**config.mk**
```make
export PLATFORM = sky130hd
export DESIGN_NAME = segment_update_master
export DESIGN_NICKNAME = d
export VERILOG_FILES = /design/src/rtl/seg_master_pkg.sv /design/src/rtl/seg_char_encoder.sv /design/src/rtl/segment_update_master.sv
export SDC_FILE = /design/constraint.sdc
export NUM_CORES = 1
export LEC_CHECK = 0
export CORE_ASPECT_RATIO = 0.75
export CORE_MARGIN = 2
export CORE_UTILIZATION = 50
export DETAILED_ROUTE_END_ITERATION = 10
export GPL_TIMING_DRIVEN = 0
export HOLD_SLACK_MARGIN = 0.05
export PLACE_DENSITY = 0.77
export SYNTH_ARGS = -nofsm -noshare
export SYNTH_HDL_FRONTEND = slang
export SYNTH_SLANG_ARGS = --single-unit
```
**constraint.sdc**
```tcl
create_clock -name csi_clk -period 3.25 [get_ports csi_clk]
set_input_delay 0.4875 -clock csi_clk [delete_from_list [all_inputs] [get_ports csi_clk]]
set_output_delay 0.4875 -clock csi_clk [all_outputs]
set_load 0.02 [all_outputs]
```
**src/rtl/seg_master_pkg.sv**
```systemverilog
// Shared definitions for the segment display update master.
// Holds register map constants, item sequencing helpers, FSM state type
// and the default identification value expected from the peripheral.
package seg_master_pkg;

   localparam int unsigned ADDR_W           = 5;
   localparam int unsigned DATA_W           = 32;
   localparam int unsigned CODE_W           = 5;
   localparam int unsigned NUM_DIGITS       = 4;
   localparam int unsigned NUM_ITEMS        = 13;
   localparam int unsigned ITEM_W           = 4;
   localparam int unsigned ID_VALUE_DEFAULT = 64;

   localparam logic [ADDR_W-1:0] ADDR_ID     = 5'd0;
   localparam logic [ADDR_W-1:0] ADDR_DIGIT0 = 5'd1;
   localparam logic [ADDR_W-1:0] ADDR_DOT0   = 5'd5;
   localparam logic [ADDR_W-1:0] ADDR_ENABLE = 5'd9;
   localparam logic [ADDR_W-1:0] ADDR_LIGHT0 = 5'd11;

   typedef enum logic [2:0] {
      ST_ID_RD,
      ST_ID_ERR,
      ST_IDLE,
      ST_WRITE,
      ST_DONE
   } state_e;

   // codes[0] belongs to the leftmost digit (address 1)
   typedef logic [NUM_DIGITS-1:0][CODE_W-1:0] codes_t;

   // Item order: digits 0-3, dots 4-7, light 8-11, enable 12
   function automatic logic [ADDR_W-1:0] item_addr(input logic [ITEM_W-1:0] idx);
      logic [ADDR_W-1:0] a;
      if (idx < 4'd4)       a = ADDR_DIGIT0 + ADDR_W'(idx);
      else if (idx < 4'd8)  a = ADDR_DOT0   + ADDR_W'(idx - 4'd4);
      else if (idx < 4'd12) a = ADDR_LIGHT0 + ADDR_W'(idx - 4'd8);
      else                  a = ADDR_ENABLE;
      return a;
   endfunction

   function automatic logic [CODE_W-1:0] item_data(input logic [ITEM_W-1:0] idx,
                                                   input codes_t         codes,
                                                   input logic [3:0]     dots,
                                                   input logic [2:0]     light);
      logic [CODE_W-1:0] d;
      if (idx < 4'd4)       d = codes[idx[1:0]];
      else if (idx < 4'd8)  d = CODE_W'(dots[2'd3 - idx[1:0]]);
      else if (idx < 4'd12) d = CODE_W'(light);
      else                  d = CODE_W'(1);
      return d;
   endfunction

endpackage

```
**src/rtl/seg_char_encoder.sv**
```systemverilog
// Nibble-to-digit-code encoder with optional leading-zero blanking.
// Ports: value_i  - four hex nibbles, [15:12] leftmost
//        blank_i  - blank zero nibbles left of the first nonzero one
//        codes_c_o - per-digit code (nibble+1, or 0 when blanked)
module seg_char_encoder
   import seg_master_pkg::*;
(
   input  logic [15:0] value_i,
   input  logic        blank_i,
   output codes_t      codes_c_o
);

   logic       lead;
   logic [3:0] nib;

   // Scan left to right; the rightmost digit is always shown
   always_comb begin
      lead      = blank_i;
      nib       = '0;
      codes_c_o = '0;
      for (int i = 0; i < 4; i++) begin
         nib = value_i[15-4*i -: 4];
         if (lead && (nib == 4'd0) && (i != 3)) begin
            codes_c_o[i] = '0;
         end else begin
            codes_c_o[i] = CODE_W'(nib) + CODE_W'(1);
            lead         = 1'b0;
         end
      end
   end

endmodule

```
**src/rtl/segment_update_master.sv**
```systemverilog
// Avalon-MM master that checks a display peripheral's ID and then pushes
// digit codes, decimal points, brightness and enable on each command.
// Ports: csi_clk/rsi_reset_n - clock, async active-low reset
//        cmd_*              - command handshake and payload, done pulse
//        id_ok/id_err       - identification check result
//        avm_m0_*           - Avalon-MM master port
module segment_update_master
   import seg_master_pkg::*;
#(
   parameter int unsigned ID_VALUE       = ID_VALUE_DEFAULT,
   parameter bit          SKIP_UNCHANGED = 1'b1
) (
   input  logic              csi_clk,
   input  logic              rsi_reset_n,
   input  logic              cmd_valid,
   output logic              cmd_ready,
   input  logic [15:0]       cmd_value,
   input  logic [3:0]        cmd_dots,
   input  logic [2:0]        cmd_light,
   input  logic              cmd_blank,
   output logic              done,
   output logic              id_ok,
   output logic              id_err,
   output logic [ADDR_W-1:0] avm_m0_address,
   output logic              avm_m0_write,
   output logic              avm_m0_read,
   output logic [DATA_W-1:0] avm_m0_writedata,
   input  logic [DATA_W-1:0] avm_m0_readdata,
   input  logic              avm_m0_waitrequest
);

   state_e                             state_q, state_d;
   logic [ITEM_W-1:0]                  item_q, item_d;
   logic [15:0]                        value_q, value_d;
   logic [3:0]                         dots_q, dots_d;
   logic [2:0]                         light_q, light_d;
   logic                               blank_q, blank_d;
   logic [NUM_ITEMS-1:0][CODE_W-1:0]   shadow_q, shadow_d;
   logic [NUM_ITEMS-1:0]               vld_q, vld_d;
   logic                               ready_q, ready_d;
   logic                               done_q, done_d;
   logic                               ok_q, ok_d;
   logic                               err_q, err_d;
   logic                               read_q, read_d;
   logic                               write_q, write_d;
   logic [ADDR_W-1:0]                  addr_q, addr_d;
   logic [DATA_W-1:0]                  wdata_q, wdata_d;

   logic              accept;
   codes_t            codes;
   logic [CODE_W-1:0] item_val;

   // Command capture
   always_comb begin
      accept  = cmd_valid && ready_q;
      value_d = accept ? cmd_value : value_q;
      dots_d  = accept ? cmd_dots  : dots_q;
      light_d = accept ? cmd_light : light_q;
      blank_d = accept ? cmd_blank : blank_q;
   end

   // Encode from the next-cycle command so the first item is ready at entry to WRITE
   seg_char_encoder u_enc (
      .value_i   (value_d),
      .blank_i   (blank_d),
      .codes_c_o (codes)
   );

   // Next state and registered bus outputs
   always_comb begin
      state_d  = state_q;
      item_d   = item_q;
      shadow_d = shadow_q;
      vld_d    = vld_q;
      ok_d     = ok_q;
      err_d    = err_q;
      read_d   = 1'b0;
      write_d  = 1'b0;
      addr_d   = '0;
      wdata_d  = '0;
      item_val = '0;

      unique case (state_q)
         ST_ID_RD: begin
            if (read_q && !avm_m0_waitrequest) begin
               if (avm_m0_readdata == DATA_W'(ID_VALUE)) begin
                  ok_d    = 1'b1;
                  state_d = ST_IDLE;
               end else begin
                  err_d   = 1'b1;
                  state_d = ST_ID_ERR;
               end
            end
         end
         ST_ID_ERR: state_d = ST_ID_ERR;
         ST_IDLE: begin
            if (accept) begin
               state_d = ST_WRITE;
               item_d  = '0;
            end
         end
         ST_WRITE: begin
            // A skipped item (write_q=0) completes unconditionally
            if (!write_q || !avm_m0_waitrequest) begin
               if (write_q) begin
                  shadow_d[item_q] = wdata_q[CODE_W-1:0];
                  vld_d[item_q]    = 1'b1;
               end
               if (item_q == ITEM_W'(NUM_ITEMS - 1)) state_d = ST_DONE;
               else                                   item_d  = item_q + ITEM_W'(1);
            end
         end
         ST_DONE: state_d = ST_IDLE;
         default: state_d = ST_ID_RD;
      endcase

      if (state_d == ST_ID_RD) begin
         read_d = 1'b1;
         addr_d = ADDR_ID;
      end
      if (state_d == ST_WRITE) begin
         item_val = item_data(item_d, codes, dots_d, light_d);
         addr_d   = item_addr(item_d);
         wdata_d  = DATA_W'(item_val);
         write_d  = !(SKIP_UNCHANGED && vld_d[item_d] && (shadow_d[item_d] == item_val));
      end
      ready_d = (state_d == ST_IDLE);
      done_d  = (state_d == ST_DONE);
   end

   always_ff @(posedge csi_clk or negedge rsi_reset_n) begin
      if (!rsi_reset_n) begin
         state_q  <= ST_ID_RD;
         item_q   <= '0;
         value_q  <= '0;
         dots_q   <= '0;
         light_q  <= '0;
         blank_q  <= 1'b0;
         shadow_q <= '0;
         vld_q    <= '0;
         ready_q  <= 1'b0;
         done_q   <= 1'b0;
         ok_q     <= 1'b0;
         err_q    <= 1'b0;
         read_q   <= 1'b0;
         write_q  <= 1'b0;
         addr_q   <= '0;
         wdata_q  <= '0;
      end else begin
         state_q  <= state_d;
         item_q   <= item_d;
         value_q  <= value_d;
         dots_q   <= dots_d;
         light_q  <= light_d;
         blank_q  <= blank_d;
         shadow_q <= shadow_d;
         vld_q    <= vld_d;
         ready_q  <= ready_d;
         done_q   <= done_d;
         ok_q     <= ok_d;
         err_q    <= err_d;
         read_q   <= read_d;
         write_q  <= write_d;
         addr_q   <= addr_d;
         wdata_q  <= wdata_d;
      end
   end

   assign cmd_ready        = ready_q;
   assign done             = done_q;
   assign id_ok            = ok_q;
   assign id_err           = err_q;
   assign avm_m0_read      = read_q;
   assign avm_m0_write     = write_q;
   assign avm_m0_address   = addr_q;
   assign avm_m0_writedata = wdata_q;

endmodule

```
==> results by group <==
Worst setup path
  • CP startpoint kind: input port
  • Slowest stage delay, CP: 0.48 ns
  • Most frequent CP cell: o211ai_1
  • Setup CP Type: input port to register
  • Buf/Inv on CP: 3
  • Crit path depth: 15
  • Arrival time at the worst endpoint: 3.47 ns
  • Crit-path max FO: 5
  • WP data required: 3.52 ns
  • Cell breakdown of the critical path: clkdlybuf4s15_1, nand2_4, buf_8, mux2i_4, ha_2, or4bb_4, nor3_4, o211ai_1, buf_4, o211ai_1, a22o_1, o21ai_2, o22ai_2, xnor2_2, a41oi_2
  • Critical Path Sink Type: register
  • Slowest cell on crit path: or4bb_4
  • CP delay by family, top: compound AO/OA/AOI/OAI gates
  • R2r worst-path depth: 14

Routing
  • Vias post-DR: 6078
  • Drt first-iter violations: 611
  • Vias per cell: 6.02
  • DRT Pass-1 Iters: 5
  • DRC errors left: 0
  • DR WL/cell: 21.1 um
  • DRT Wirelength: 21300 um
  • Number of routed nets with antenna violations: 0

Global routing
  • First-pass GRT wire length: 33700 um
  • GR Util All Layers: 29.1%
  • Initial antenna violation count: 1
  • Vias in the first global route: 6104
  • Largest net degree at the start of global routing: 66
  • Gr ovfl total: 0

Clock network
  • Hold_buf cts: 0
  • Worst-Skew Late Latency: 0.43 ns
  • CTS tree: built
  • Cts bufs inserted: 17
  • Root Buffer: clkbuf_16
  • H-tree levels: 4
  • Clk pin slew, worst setup/hold paths: 0.06 ns
  • Buffer levels on the longest clock path: 2
  • Count of clock tree sinks: 125

Final layout
  • Nets: 893
  • Post-layout util: 65.7%
  • Most frequent cells in the layout: 124 x dfrtp_1, 94 x nand2_1, 73 x clkdlybuf4s50_1
  • Layout cells sized above 1: 25.9%
  • Most common cell after layout, fill and taps aside: dfrtp_1
  • Final design area excluding fillers: 9090 um^2
  • Storage cell area: 3130 um^2
  • Fillers: 1063
  • Synth-to-Final Area Change: 26.8%
  • Area of the multi-input gates: 3660 um^2

STA
  • Tcrit/Tclk final: 98.4%
  • Worst Tran Pin Value: 0.749 ns
  • Max_slew headroom: 49.5%
  • Final-report setup violation count: 0
  • Max Slew Vio Count: 0
  • Worst setup margin: 0.0533 ns
  • Clock skew: 0.0136 ns
  • Max Freq: 0.313 GHz
  • Fin. Hold Viols: 0
  • Post-layout min period: 3.20 ns

Min path
  • HP Class: input port to async pin

Floorplan
  • Die Ht: 108 um
  • I/O Pins: 103
  • Die width: 142 um
  • Core Box Area: 13800 um^2
  • Die footprint: 15300 um^2
  • FP Rows: 37
  • Initial Utilization: 51.8%

Placement
  • DP Worst Slack: -1.16 ns
  • Placed inst area: 8280 um^2
  • Port Buf Inserts: 75
  • HPWL after DPL: 14800 um
  • Gpl congestion: 0.915

Logic synthesis
  • Avg Synthesized Cell Area: 10.5 um^2
  • Seq/Total Area, Yosys: 43.6%
  • Post-synth EDFFs: 0
  • Synth Instances: 681
  • Top-area cell type share of the netlist area: 43.6%
  • Yosys cell types: 95
  • Synth top area cells: dfrtp_1 44%, mux2_2 8.2%, nand2_1 5.0%, mux2i_1 4.9%, buf_4 3.5%
  • Mapped Area: 7170 um^2
  • Area leader, netlist: dfrtp_1
  • Synth async-reset ratio: 100%
  • FF+latch count, synth: 125
  • Synth warn: 0
  • Ys flop type: dfrtp_1

Run status
  • Status: complete, no violations

Flow run
  • Max cap viols: 0

Pwr
  • Lkg Pwr: 0.00454 uW
  • Max rail drop VDD: 374 uV
  • Power density cells: 407 nW/um^2
cells by family (layout without fill, tap and decap cells):
group / count (synthesis) / after routing / share of synthesized area (%)
xor+xnor: 11 / 11 / 1.34
other cells: 1 / 29 / 0.0523
compound gates: 108 / 108 / 11.2
buf+inv: 86 / 211 / 8.06
flops: 125 / 125 / 43.6
mux: 89 / 89 / 13.4
fa+ha+maj: 13 / 13 / 2.27
simple gates: 248 / 248 / 20.0
timing repair:
item	in CTS	in global routing
setup endpoints to repair	3	6
pin swaps	10	13
resized for setup	17	12
buffers inserted	12	8
layer usage:
| metal | vias up | routed length, um | track usage (%) |
|---|---|---|---|
| met3 | 52 | 1760 | 7.07 |
| met4 | 0 | 543 | 12.1 |
| met5 | - | 0 | 0 |
| met2 | 320 | 9530 | 44.0 |
| li1 | 2699 | - | - |
| met1 | 3007 | 9460 | 40.3 |
metrics by stage:
step	instances	power, uW	hold slack (ns)	TNS (ns)
after floorplan	708	1700	0.192	0
after global placement	958	1830	0.434	-385.71
after detailed placement	959	1840	0.435	-4.66
after CTS	1002	3710	0.0669	-0.0667
after global routing	1008	3800	0.0853	-0.0581
final	1009	3700	0.0244	0
cell usage after synthesis, types with 6 or more instances:
| cell type | count |
|---|---|
| xnor2_1 | 8 |
| nor2_1 | 24 |
| mux2_2 | 52 |
| nand4_1 | 16 |
| buf_2 | 12 |
| nand3_1 | 16 |
| buf_4 | 33 |
| nand2_1 | 96 |
| a21oi_1 | 14 |
| nor3_1 | 8 |
| o2111ai_1 | 8 |
| ha_1 | 13 |
| dfrtp_1 | 125 |
| clkbuf_1 | 7 |
| nand2b_1 | 12 |
| o21ai_0 | 23 |
| a31oi_1 | 6 |
| o211ai_1 | 12 |
| mux2i_1 | 35 |
| buf_6 | 12 |
| or2_2 | 8 |
| inv_1 | 17 |
| or3_1 | 6 |
| nor4_1 | 9 |
report_power, final:
part           switching (uW)  internal [uW]  total (uW)
Sequential               4.04           1570        1570
Clock                     735           1150        1880
Combinational             124            119         244
worst reg2reg max path, cell delays in order (launching register included):
cell and delay (ns):
dfrtp_2 0.42, nand2_4 0.13, buf_8 0.13, mux2i_4 0.22, ha_2 0.20, or4bb_4 0.48, nor3_4 0.15, o211ai_1 0.16
buf_4 0.21, o211ai_1 0.19, a22o_1 0.18, o21ai_2 0.06, o22ai_2 0.18, xnor2_2 0.16, a41oi_2 0.16
area by class of cell:
type                    instances  area share, %
clock buffers                  19           4.87
inverters                      21           1.05
plain buffers                  63           5.29
clock inverters                13           1.54
diodes                          1         0.0275
flip-flops and latches        125           34.4
multi-input cells             497           40.2
well taps                     175           2.41
repair buffers                 95           10.1
path summary, 6_finish.rpt:
kind                            slack, ns           end   startpoint
min in group csi_clk                 0.45      vld_q[6]     vld_q[6]
worst max register to register       0.06  avm_m0_write    cmd_ready
worst min-delay path                 0.02    value_q[3]  rsi_reset_n
worst min register to register       0.45      vld_q[6]     vld_q[6]
max in group asynchronous            2.47  shadow_q[23]  rsi_reset_n
worst max-delay path                 0.05  avm_m0_write    cmd_valid
registers in the layout, summed over array words and instances, names as in the netlist, 3 cells and up:
signal and flops:
avm_m0_address 5, avm_m0_writedata 5, dots_q 4, item_q 4, light_q 3, shadow_q 65
state_q 3, value_q 16, vld_q 13
Power figures use the tool's default switching activity.
